## config.mk

```make
export PLATFORM = sky130hd
export DESIGN_NAME = ecc_scrub_ctrl_flat
export DESIGN_NICKNAME = d
export VERILOG_FILES = /design/src/rtl/ecc_scrub_ctrl_if.sv /design/src/rtl/ecc_scrub_ctrl.sv /design/src/flat_wrapper.sv
export SDC_FILE = /design/constraint.sdc
export NUM_CORES = 1
export LEC_CHECK = 0
export BUFFER_PORTS_ARGS = -buffer_cell sky130_fd_sc_hd__buf_2
export CAP_MARGIN = 20
export CORE_MARGIN = 1.5
export CORE_UTILIZATION = 25
export CTS_CLUSTER_DIAMETER = 50
export CTS_CLUSTER_SIZE = 40
export DETAILED_ROUTE_END_ITERATION = 8
export SLEW_MARGIN = 20
export SYNTH_ARGS = -nofsm -noshare
export SYNTH_HDL_FRONTEND = slang
export SYNTH_SLANG_ARGS = --single-unit
```

## constraint.sdc

```tcl
create_clock -name i_clk -period 7.31 [get_ports i_clk]
set_input_delay 1.462 -clock i_clk [delete_from_list [all_inputs] [get_ports i_clk]]
set_output_delay 1.462 -clock i_clk [all_outputs]
set_load 0.03 [all_outputs]
```

## src/rtl/ecc_scrub_ctrl_if.sv

```systemverilog
// ecc_scrub_ctrl_if
//   Bundles the decoded-read input, the registered read response, the
//   scrub write-back handshake and the error counter/log status of
//   ecc_scrub_ctrl.
//   master : read issuer / array / status consumer (drives rd_*, wb_ack, clears)
//   slave  : ecc_scrub_ctrl
interface ecc_scrub_ctrl_if #(
    parameter int AW = 10,
    parameter int CW = 16
);
    // decoded read word
    logic          rd_vld;
    logic [AW-1:0] rd_addr;
    logic [63:0]   data;
    logic [7:0]    syn;
    logic          err;
    logic          sgl;
    logic          dbl;
    // read response
    logic          rsp_vld;
    logic [63:0]   rsp_data;
    logic          rsp_err;
    // scrub write-back
    logic          wb_req;
    logic [AW-1:0] wb_addr;
    logic [63:0]   wb_data;
    logic          wb_ack;
    logic          busy;
    // counters / log / interrupt
    logic [CW-1:0] sec_cnt;
    logic [CW-1:0] ded_cnt;
    logic          cnt_clr;
    logic          log_vld;
    logic [AW-1:0] log_addr;
    logic [7:0]    log_syn;
    logic          log_dbl;
    logic          log_clr;
    logic          irq;

    modport master (
        output rd_vld, rd_addr, data, syn, err, sgl, dbl, wb_ack, cnt_clr, log_clr,
        input  rsp_vld, rsp_data, rsp_err, wb_req, wb_addr, wb_data, busy,
               sec_cnt, ded_cnt, log_vld, log_addr, log_syn, log_dbl, irq
    );

    modport slave (
        input  rd_vld, rd_addr, data, syn, err, sgl, dbl, wb_ack, cnt_clr, log_clr,
        output rsp_vld, rsp_data, rsp_err, wb_req, wb_addr, wb_data, busy,
               sec_cnt, ded_cnt, log_vld, log_addr, log_syn, log_dbl, irq
    );
endinterface

```

## src/rtl/ecc_scrub_ctrl.sv

```systemverilog
// ecc_scrub_ctrl
//   Consumer of the 64-bit SEC-DED decoder on the cache read path.
//   - Registers every decoded word as a read response (1-cycle latency).
//   - On a single-bit error, writes the corrected word back to the array
//     through a req/ack handshake (one scrub at a time, no queueing).
//   - Keeps saturating SEC/DED counters, a first-error log with a single
//     upgrade to a double error, and a sticky double-error interrupt.
// Ports
//   i_clk : clock, all state on rising edge
//   i_rst : asynchronous active-high reset
//   bus   : ecc_scrub_ctrl_if.slave (read, response, write-back, status)
module ecc_scrub_ctrl #(
    parameter int AW = 10,
    parameter int CW = 16
) (
    input  logic           i_clk,
    input  logic           i_rst,
    ecc_scrub_ctrl_if.slave bus
);

    typedef enum logic {IDLE = 1'b0, WB = 1'b1} state_t;

    state_t        r_state;
    state_t        w_state_nxt;
    logic          w_wb_req;
    logic          w_busy;

    logic          r_rsp_vld;
    logic [63:0]   r_rsp_data;
    logic          r_rsp_err;
    logic [AW-1:0] r_wb_addr;
    logic [63:0]   r_wb_data;
    logic [CW-1:0] r_sec_cnt;
    logic [CW-1:0] r_ded_cnt;
    logic          r_log_vld;
    logic [AW-1:0] r_log_addr;
    logic [7:0]    r_log_syn;
    logic          r_log_dbl;
    logic          r_irq;

    logic          w_sgl;
    logic          w_dbl;
    logic          w_log_ev;
    logic          w_log_cap;

    assign w_sgl    = bus.rd_vld & bus.sgl;
    assign w_dbl    = bus.rd_vld & bus.dbl;
    // ERR alone (no SGL/DBL) is not an error and never reaches the log
    assign w_log_ev = bus.rd_vld & bus.err & (bus.sgl | bus.dbl);
    // capture into an empty (or just-cleared) log, or upgrade a single-error
    // entry to a double once; a double entry is never replaced
    assign w_log_cap = w_log_ev &
                       (bus.log_clr | ~r_log_vld |
                        (~r_log_dbl & bus.dbl));

    // ---------------- scrub FSM ----------------
    always_ff @(posedge i_clk or posedge i_rst) begin
        if (i_rst) r_state <= IDLE;
        else       r_state <= w_state_nxt;
    end

    always_comb begin
        w_state_nxt = r_state;
        case (r_state)
            IDLE:    if (w_sgl)      w_state_nxt = WB;
            WB:      if (bus.wb_ack) w_state_nxt = IDLE;
            default:                 w_state_nxt = IDLE;
        endcase
    end

    // outputs decode straight from the state register, so BUSY is registered
    always_comb begin
        w_wb_req = 1'b0;
        w_busy   = 1'b0;
        if (r_state == WB) begin
            w_wb_req = 1'b1;
            w_busy   = 1'b1;
        end
    end

    // write-back payload is loaded only on the IDLE->WB edge and held in WB
    always_ff @(posedge i_clk or posedge i_rst) begin
        if (i_rst) begin
            r_wb_addr <= '0;
            r_wb_data <= '0;
        end else if (r_state == IDLE && w_sgl) begin
            r_wb_addr <= bus.rd_addr;
            r_wb_data <= bus.data;
        end
    end

    // ---------------- response path ----------------
    always_ff @(posedge i_clk or posedge i_rst) begin
        if (i_rst) begin
            r_rsp_vld  <= 1'b0;
            r_rsp_data <= '0;
            r_rsp_err  <= 1'b0;
        end else begin
            r_rsp_vld  <= bus.rd_vld;
            r_rsp_data <= bus.data;
            r_rsp_err  <= w_dbl;
        end
    end

    // ---------------- counters ----------------
    always_ff @(posedge i_clk or posedge i_rst) begin
        if (i_rst) begin
            r_sec_cnt <= '0;
            r_ded_cnt <= '0;
        end else if (bus.cnt_clr) begin
            r_sec_cnt <= '0;
            r_ded_cnt <= '0;
        end else begin
            if (w_sgl && r_sec_cnt != '1) r_sec_cnt <= r_sec_cnt + 1'b1;
            if (w_dbl && r_ded_cnt != '1) r_ded_cnt <= r_ded_cnt + 1'b1;
        end
    end

    // ---------------- log / irq ----------------
    always_ff @(posedge i_clk or posedge i_rst) begin
        if (i_rst) begin
            r_log_vld  <= 1'b0;
            r_log_addr <= '0;
            r_log_syn  <= '0;
            r_log_dbl  <= 1'b0;
        end else if (w_log_cap) begin
            r_log_vld  <= 1'b1;
            r_log_addr <= bus.rd_addr;
            r_log_syn  <= bus.syn;
            r_log_dbl  <= bus.dbl;
        end else if (bus.log_clr) begin
            r_log_vld  <= 1'b0;
            r_log_dbl  <= 1'b0;
        end
    end

    always_ff @(posedge i_clk or posedge i_rst) begin
        if (i_rst)             r_irq <= 1'b0;
        else if (w_dbl)        r_irq <= 1'b1;
        else if (bus.log_clr)  r_irq <= 1'b0;
    end

    assign bus.rsp_vld  = r_rsp_vld;
    assign bus.rsp_data = r_rsp_data;
    assign bus.rsp_err  = r_rsp_err;
    assign bus.wb_req   = w_wb_req;
    assign bus.busy     = w_busy;
    assign bus.wb_addr  = r_wb_addr;
    assign bus.wb_data  = r_wb_data;
    assign bus.sec_cnt  = r_sec_cnt;
    assign bus.ded_cnt  = r_ded_cnt;
    assign bus.log_vld  = r_log_vld;
    assign bus.log_addr = r_log_addr;
    assign bus.log_syn  = r_log_syn;
    assign bus.log_dbl  = r_log_dbl;
    assign bus.irq      = r_irq;

endmodule

```

## src/flat_wrapper.sv

```systemverilog
// flat-port wrapper written by rule: the top's interface ports become plain ports
module ecc_scrub_ctrl_flat 
#(
    parameter int AW = 10,
    parameter int CW = 16
)
  (i_clk, i_rst, bus_rd_vld, bus_rd_addr, bus_data, bus_syn, bus_err, bus_sgl, bus_dbl, bus_wb_ack, bus_cnt_clr, bus_log_clr, bus_rsp_vld, bus_rsp_data, bus_rsp_err, bus_wb_req, bus_wb_addr, bus_wb_data, bus_busy, bus_sec_cnt, bus_ded_cnt, bus_log_vld, bus_log_addr, bus_log_syn, bus_log_dbl, bus_irq);
  ecc_scrub_ctrl_if #(.AW(AW), .CW(CW)) bus_i ();
  input  logic i_clk;
  input  logic i_rst;
  input wire logic [$bits(bus_i.rd_vld)-1:0] bus_rd_vld;
  input wire logic [$bits(bus_i.rd_addr)-1:0] bus_rd_addr;
  input wire logic [$bits(bus_i.data)-1:0] bus_data;
  input wire logic [$bits(bus_i.syn)-1:0] bus_syn;
  input wire logic [$bits(bus_i.err)-1:0] bus_err;
  input wire logic [$bits(bus_i.sgl)-1:0] bus_sgl;
  input wire logic [$bits(bus_i.dbl)-1:0] bus_dbl;
  input wire logic [$bits(bus_i.wb_ack)-1:0] bus_wb_ack;
  input wire logic [$bits(bus_i.cnt_clr)-1:0] bus_cnt_clr;
  input wire logic [$bits(bus_i.log_clr)-1:0] bus_log_clr;
  output wire logic [$bits(bus_i.rsp_vld)-1:0] bus_rsp_vld;
  output wire logic [$bits(bus_i.rsp_data)-1:0] bus_rsp_data;
  output wire logic [$bits(bus_i.rsp_err)-1:0] bus_rsp_err;
  output wire logic [$bits(bus_i.wb_req)-1:0] bus_wb_req;
  output wire logic [$bits(bus_i.wb_addr)-1:0] bus_wb_addr;
  output wire logic [$bits(bus_i.wb_data)-1:0] bus_wb_data;
  output wire logic [$bits(bus_i.busy)-1:0] bus_busy;
  output wire logic [$bits(bus_i.sec_cnt)-1:0] bus_sec_cnt;
  output wire logic [$bits(bus_i.ded_cnt)-1:0] bus_ded_cnt;
  output wire logic [$bits(bus_i.log_vld)-1:0] bus_log_vld;
  output wire logic [$bits(bus_i.log_addr)-1:0] bus_log_addr;
  output wire logic [$bits(bus_i.log_syn)-1:0] bus_log_syn;
  output wire logic [$bits(bus_i.log_dbl)-1:0] bus_log_dbl;
  output wire logic [$bits(bus_i.irq)-1:0] bus_irq;
  assign bus_i.rd_vld = bus_rd_vld;
  assign bus_i.rd_addr = bus_rd_addr;
  assign bus_i.data = bus_data;
  assign bus_i.syn = bus_syn;
  assign bus_i.err = bus_err;
  assign bus_i.sgl = bus_sgl;
  assign bus_i.dbl = bus_dbl;
  assign bus_i.wb_ack = bus_wb_ack;
  assign bus_i.cnt_clr = bus_cnt_clr;
  assign bus_i.log_clr = bus_log_clr;
  assign bus_rsp_vld = bus_i.rsp_vld;
  assign bus_rsp_data = bus_i.rsp_data;
  assign bus_rsp_err = bus_i.rsp_err;
  assign bus_wb_req = bus_i.wb_req;
  assign bus_wb_addr = bus_i.wb_addr;
  assign bus_wb_data = bus_i.wb_data;
  assign bus_busy = bus_i.busy;
  assign bus_sec_cnt = bus_i.sec_cnt;
  assign bus_ded_cnt = bus_i.ded_cnt;
  assign bus_log_vld = bus_i.log_vld;
  assign bus_log_addr = bus_i.log_addr;
  assign bus_log_syn = bus_i.log_syn;
  assign bus_log_dbl = bus_i.log_dbl;
  assign bus_irq = bus_i.irq;
  ecc_scrub_ctrl #(.AW(AW), .CW(CW)) u_core (.i_clk(i_clk), .i_rst(i_rst), .bus(bus_i));
endmodule
```

==> metrics.txt <==
# TYPE chip_impl_metric gauge
chip_impl_metric{name="synth_seq_cells",unit=""} 194
chip_impl_metric{name="area.growth.synth_to_final",unit="%"} 34.8
chip_impl_info{name="critPathCaptureType",value="flop"} 1
chip_impl_metric{name="maxClockFrequency",unit="GHz"} 0.350
chip_impl_metric{name="start_util",unit="%"} 25.5
chip_impl_metric{name="required",unit="ns"} 7.62
chip_impl_metric{name="core_area",unit="um2"} 27900
chip_impl_metric{name="synthesis.area_per_instance",unit="um2"} 14.6
chip_impl_info{name="setup.worst_path.class",value="in2reg"} 1
chip_impl_metric{name="share_clk_of_total_power",unit="%"} 33.5
chip_impl_metric{name="setup-tns-final",unit="ns"} 0
chip_impl_metric{name="design.die.area",unit="um2"} 29500
chip_impl_metric{name="io_pins",unit=""} 286
chip_impl_metric{name="hold_violations",unit=""} 0
chip_impl_metric{name="share_comb_of_total_power",unit="%"} 21.8
chip_impl_metric{name="synthesis.area",unit="um2"} 7130
chip_impl_metric{name="place.gp.congestion",unit=""} 0.851
chip_impl_metric{name="arrival",unit="ns"} 3.16
chip_impl_metric{name="nFillCells",unit=""} 2864
chip_impl_metric{name="cts_num_sinks",unit=""} 194
chip_impl_metric{name="yosys.area.top_type_share",unit="%"} 68.1
chip_impl_metric{name="global_route_wire_length_before_repair",unit="um"} 28000
chip_impl_metric{name="total_switching_power",unit="uW"} 952
chip_impl_metric{name="grt_pass1_vias",unit=""} 5129
chip_impl_metric{name="gr-total-overflow",unit=""} 0
chip_impl_metric{name="totalWireLength",unit="um"} 18000
chip_impl_metric{name="critical_path.max_stage_delay",unit="ns"} 0.74
chip_impl_metric{name="seq_power_share",unit="%"} 44.6
chip_impl_metric{name="worstSkewPairLatency",unit="ns"} 0.43
chip_impl_info{name="synth_ff_type",value="sky130_fd_sc_hd__dfrtp_1"} 1
chip_impl_metric{name="chipWidth",unit="um"} 172
chip_impl_metric{name="grt_antenna_before_repair",unit=""} 1
chip_impl_metric{name="post-place-ws",unit="ns"} 3.98
chip_impl_metric{name="port_buffers",unit=""} 285
chip_impl_metric{name="route.antenna.remaining_nets",unit=""} 0
chip_impl_info{name="worstPathCellList",value="buf_2 -> and2_2 -> nand2_4 -> buf_4 -> mux2_2"} 1
chip_impl_metric{name="global_route.usage.total",unit="%"} 12.4
chip_impl_metric{name="ys_types",unit=""} 42
chip_impl_metric{name="layout_min_cycle_time",unit="ns"} 2.85
chip_impl_info{name="critical-path-top-delay-family",value="buffers and inverters"} 1
chip_impl_metric{name="post_cts.repair.setup_buffers",unit=""} 0
chip_impl_metric{name="final.setup_skew",unit="ns"} 0.0114
chip_impl_metric{name="netlist_instances",unit=""} 489
chip_impl_metric{name="ys_async_sr_fraction",unit="%"} 100
chip_impl_metric{name="route.detailed.vias_per_inst",unit=""} 4.33
chip_impl_metric{name="setup_viol",unit=""} 0
chip_impl_metric{name="cell_internal_pwr",unit="uW"} 1870
chip_impl_info{name="final_common_cell",value="sky130_fd_sc_hd__buf_2"} 1
chip_impl_metric{name="leakagePower",unit="uW"} 0.00453
chip_impl_metric{name="initial_drt_markers",unit=""} 259
chip_impl_metric{name="worst-slew-pin-transition",unit="ns"} 0.988
chip_impl_metric{name="row_count",unit=""} 61
chip_impl_metric{name="cts_hold_buffers",unit=""} 0
chip_impl_info{name="grt_setup_unrepaired",value="no"} 1
chip_impl_metric{name="regArea",unit="um2"} 4850
chip_impl_metric{name="num_antenna_cells",unit=""} 0
chip_impl_metric{name="synth.yosys.warnings",unit=""} 0
chip_impl_info{name="yosys.area.top_type",value="sky130_fd_sc_hd__dfrtp_1"} 1
chip_impl_metric{name="powerDensity",unit="nW/um2"} 294
chip_impl_info{name="cts-root-buf",value="sky130_fd_sc_hd__clkbuf_16"} 1
chip_impl_metric{name="cts-buffers-inserted",unit=""} 17
chip_impl_metric{name="power.ir.vdd_worst",unit="mV"} 0.129
chip_impl_metric{name="worst-path-buf-inv",unit=""} 2
chip_impl_metric{name="cts_resized",unit=""} 0
chip_impl_metric{name="max_cap_viol_count",unit=""} 0
chip_impl_metric{name="final.setup.worst_slack",unit="ns"} 4.46
chip_impl_metric{name="relSlewSlack",unit="%"} 34.1
chip_impl_metric{name="post_route_cells_drive_above_1_share",unit="%"} 54.7
chip_impl_metric{name="synth_nets",unit=""} 582
chip_impl_metric{name="crit_path_max_fanout",unit=""} 72
chip_impl_info{name="min-delay-path-class",value="reg2reg"} 1
chip_impl_info{name="critPathLaunchType",value="input port"} 1
chip_impl_metric{name="post_synth_edffs",unit=""} 0
chip_impl_metric{name="dpl_wire_length",unit="um"} 12900
chip_impl_metric{name="timing_max_transition_violations_final",unit=""} 0
chip_impl_metric{name="ctsLongestPathBuffers",unit=""} 2
chip_impl_info{name="synth.top_cells.by_area",value="sky130_fd_sc_hd__dfrtp_1, sky130_fd_sc_hd__mux2_2, sky130_fd_sc_hd__a21oi_1"} 1
chip_impl_metric{name="worst_setup_hold_path_clk_slew",unit="ns"} 0.08
chip_impl_metric{name="maximum_number_of_pins_on_one_net_before_global_route_repair",unit=""} 80
chip_impl_metric{name="seq_area_frac_synth",unit="%"} 68.1
chip_impl_metric{name="design.final.nets",unit=""} 873
chip_impl_metric{name="ctsHtreeMaxLevel",unit=""} 4
chip_impl_info{name="layout.cells.most_common_list",value="sky130_fd_sc_hd__buf_2, sky130_fd_sc_hd__dfrtp_1, sky130_fd_sc_hd__mux2_2"} 1
chip_impl_metric{name="wl_per_cell",unit="um"} 15.4
chip_impl_info{name="cpMaxStageDelayCell",value="sky130_fd_sc_hd__buf_4"} 1
chip_impl_info{name="outcome",value="completed"} 1
chip_impl_metric{name="min_period_over_period",unit="%"} 39.1
chip_impl_metric{name="power.switching_fraction",unit="%"} 33.7
chip_impl_metric{name="drt_drc_violations_left",unit=""} 0
chip_impl_info{name="cts_tree",value="done"} 1
chip_impl_metric{name="detailroute.via_count",unit=""} 5070
chip_impl_metric{name="floorplan.die.height",unit="um"} 172
chip_impl_metric{name="number_of_iterations_in_the_first_detailed_routing_pass",unit=""} 6
chip_impl_metric{name="multiInputGateArea",unit="um2"} 2160
-- Yosys cell counts (all sizes together), types with 5 or more instances --
master,count
inv,9
nor3,6
nand4,10
clkbuf,16
o31ai,14
nor2b,6
dfrtp,194
nor2,11
nand2,16
or4,16
o21ai,9
a21oi,26
and4,5
mux2,99
nand3,12
or3,6
-- power by group through the flow --
stage	combinational, uW	sequential (uW)	clock, uW
global route	654	1280	1020
detailed placement	627	1280	0
floorplan	141	1550	0
CTS	627	1260	987
global placement	621	1280	0
finish	617	1260	947
-- layout make-up --
type	count	share of cell area [%]
multi-input cells	267	22.5
clock inverters	14	1.68
flip-flops and latches	194	50.5
well taps	378	4.92
repair buffers	291	15.3
inverters	9	0.430
clock buffers	18	4.57
-- sequential cells by signal, indices dropped and copies added, names as in the netlist --
name / cells
u_core.bus.ded_cnt: 16
u_core.bus.irq: 1
u_core.bus.rsp_vld: 1
u_core.bus.log_syn: 8
u_core.bus.wb_addr: 10
u_core.bus.rsp_err: 1
u_core.bus.rsp_data: 64
u_core.bus.log_dbl: 1
u_core.bus.log_addr: 10
u_core.r_state: 1
u_core.bus.wb_data: 64
u_core.bus.sec_cnt: 16
u_core.bus.log_vld: 1
-- per-stage QoR --
stage	hold WS, ns	cells	power [uW]	area (um2)	util, %
2_1_floorplan	0.675	489	1690	7130	-
3_3_place_gp	0.466	1139	1900	9000	32.2
3_5_place_dp	0.466	1139	1910	9000	32.2
4_1_cts	0.484	1171	2880	9610	34.4
5_1_grt	0.494	1171	2950	9610	34.4
6_report	0.480	1171	2820	9610	34.4
-- metal layers --
metal  routed length, um  GRT usage [%]
met1                7420           14.8
met2                8700           20.3
met3                1700           5.32
met4                 202           3.82
met5                  13              0
-- worst paths after layout --
kind / start / endpoint / slack, ns / cells after the start
worst max-delay path: bus_rd_vld / u_core.bus.wb_data[21] / 4.46 / 5
worst min-delay path: u_core.bus.irq / u_core.bus.irq / 0.48 / 1
worst max register to register: u_core.bus.ded_cnt[2] / u_core.bus.ded_cnt[13] / 5.31 / 4
worst min register to register: u_core.bus.irq / u_core.bus.irq / 0.48 / 1
max in group asynchronous: i_rst / u_core.bus.wb_data[62] / 4.95 / 3
min in group asynchronous: i_rst / u_core.bus.sec_cnt[7] / 1.08 / 2
-- kinds of logic (layout without fill, tap and decap cells) --
logic type | count (synthesis) | after routing | share of synthesized area (%)
compound gates | 60 | 60 | 5.21
fa+ha+maj | 2 | 2 | 0.351
buf+inv | 28 | 332 | 1.77
flops | 194 | 194 | 68.1
mux | 100 | 100 | 15.8
simple gates | 105 | 105 | 8.76
-- worst reg2reg max path, stage by stage, from the launching register on --
cell and delay, ns:
sky130_fd_sc_hd__dfrtp_1 0.45, sky130_fd_sc_hd__nand4_1 0.16, sky130_fd_sc_hd__or4_1 0.64, sky130_fd_sc_hd__or4_1 0.53, sky130_fd_sc_hd__a21oi_1 0.14
(Power assumes the default switching activity.)
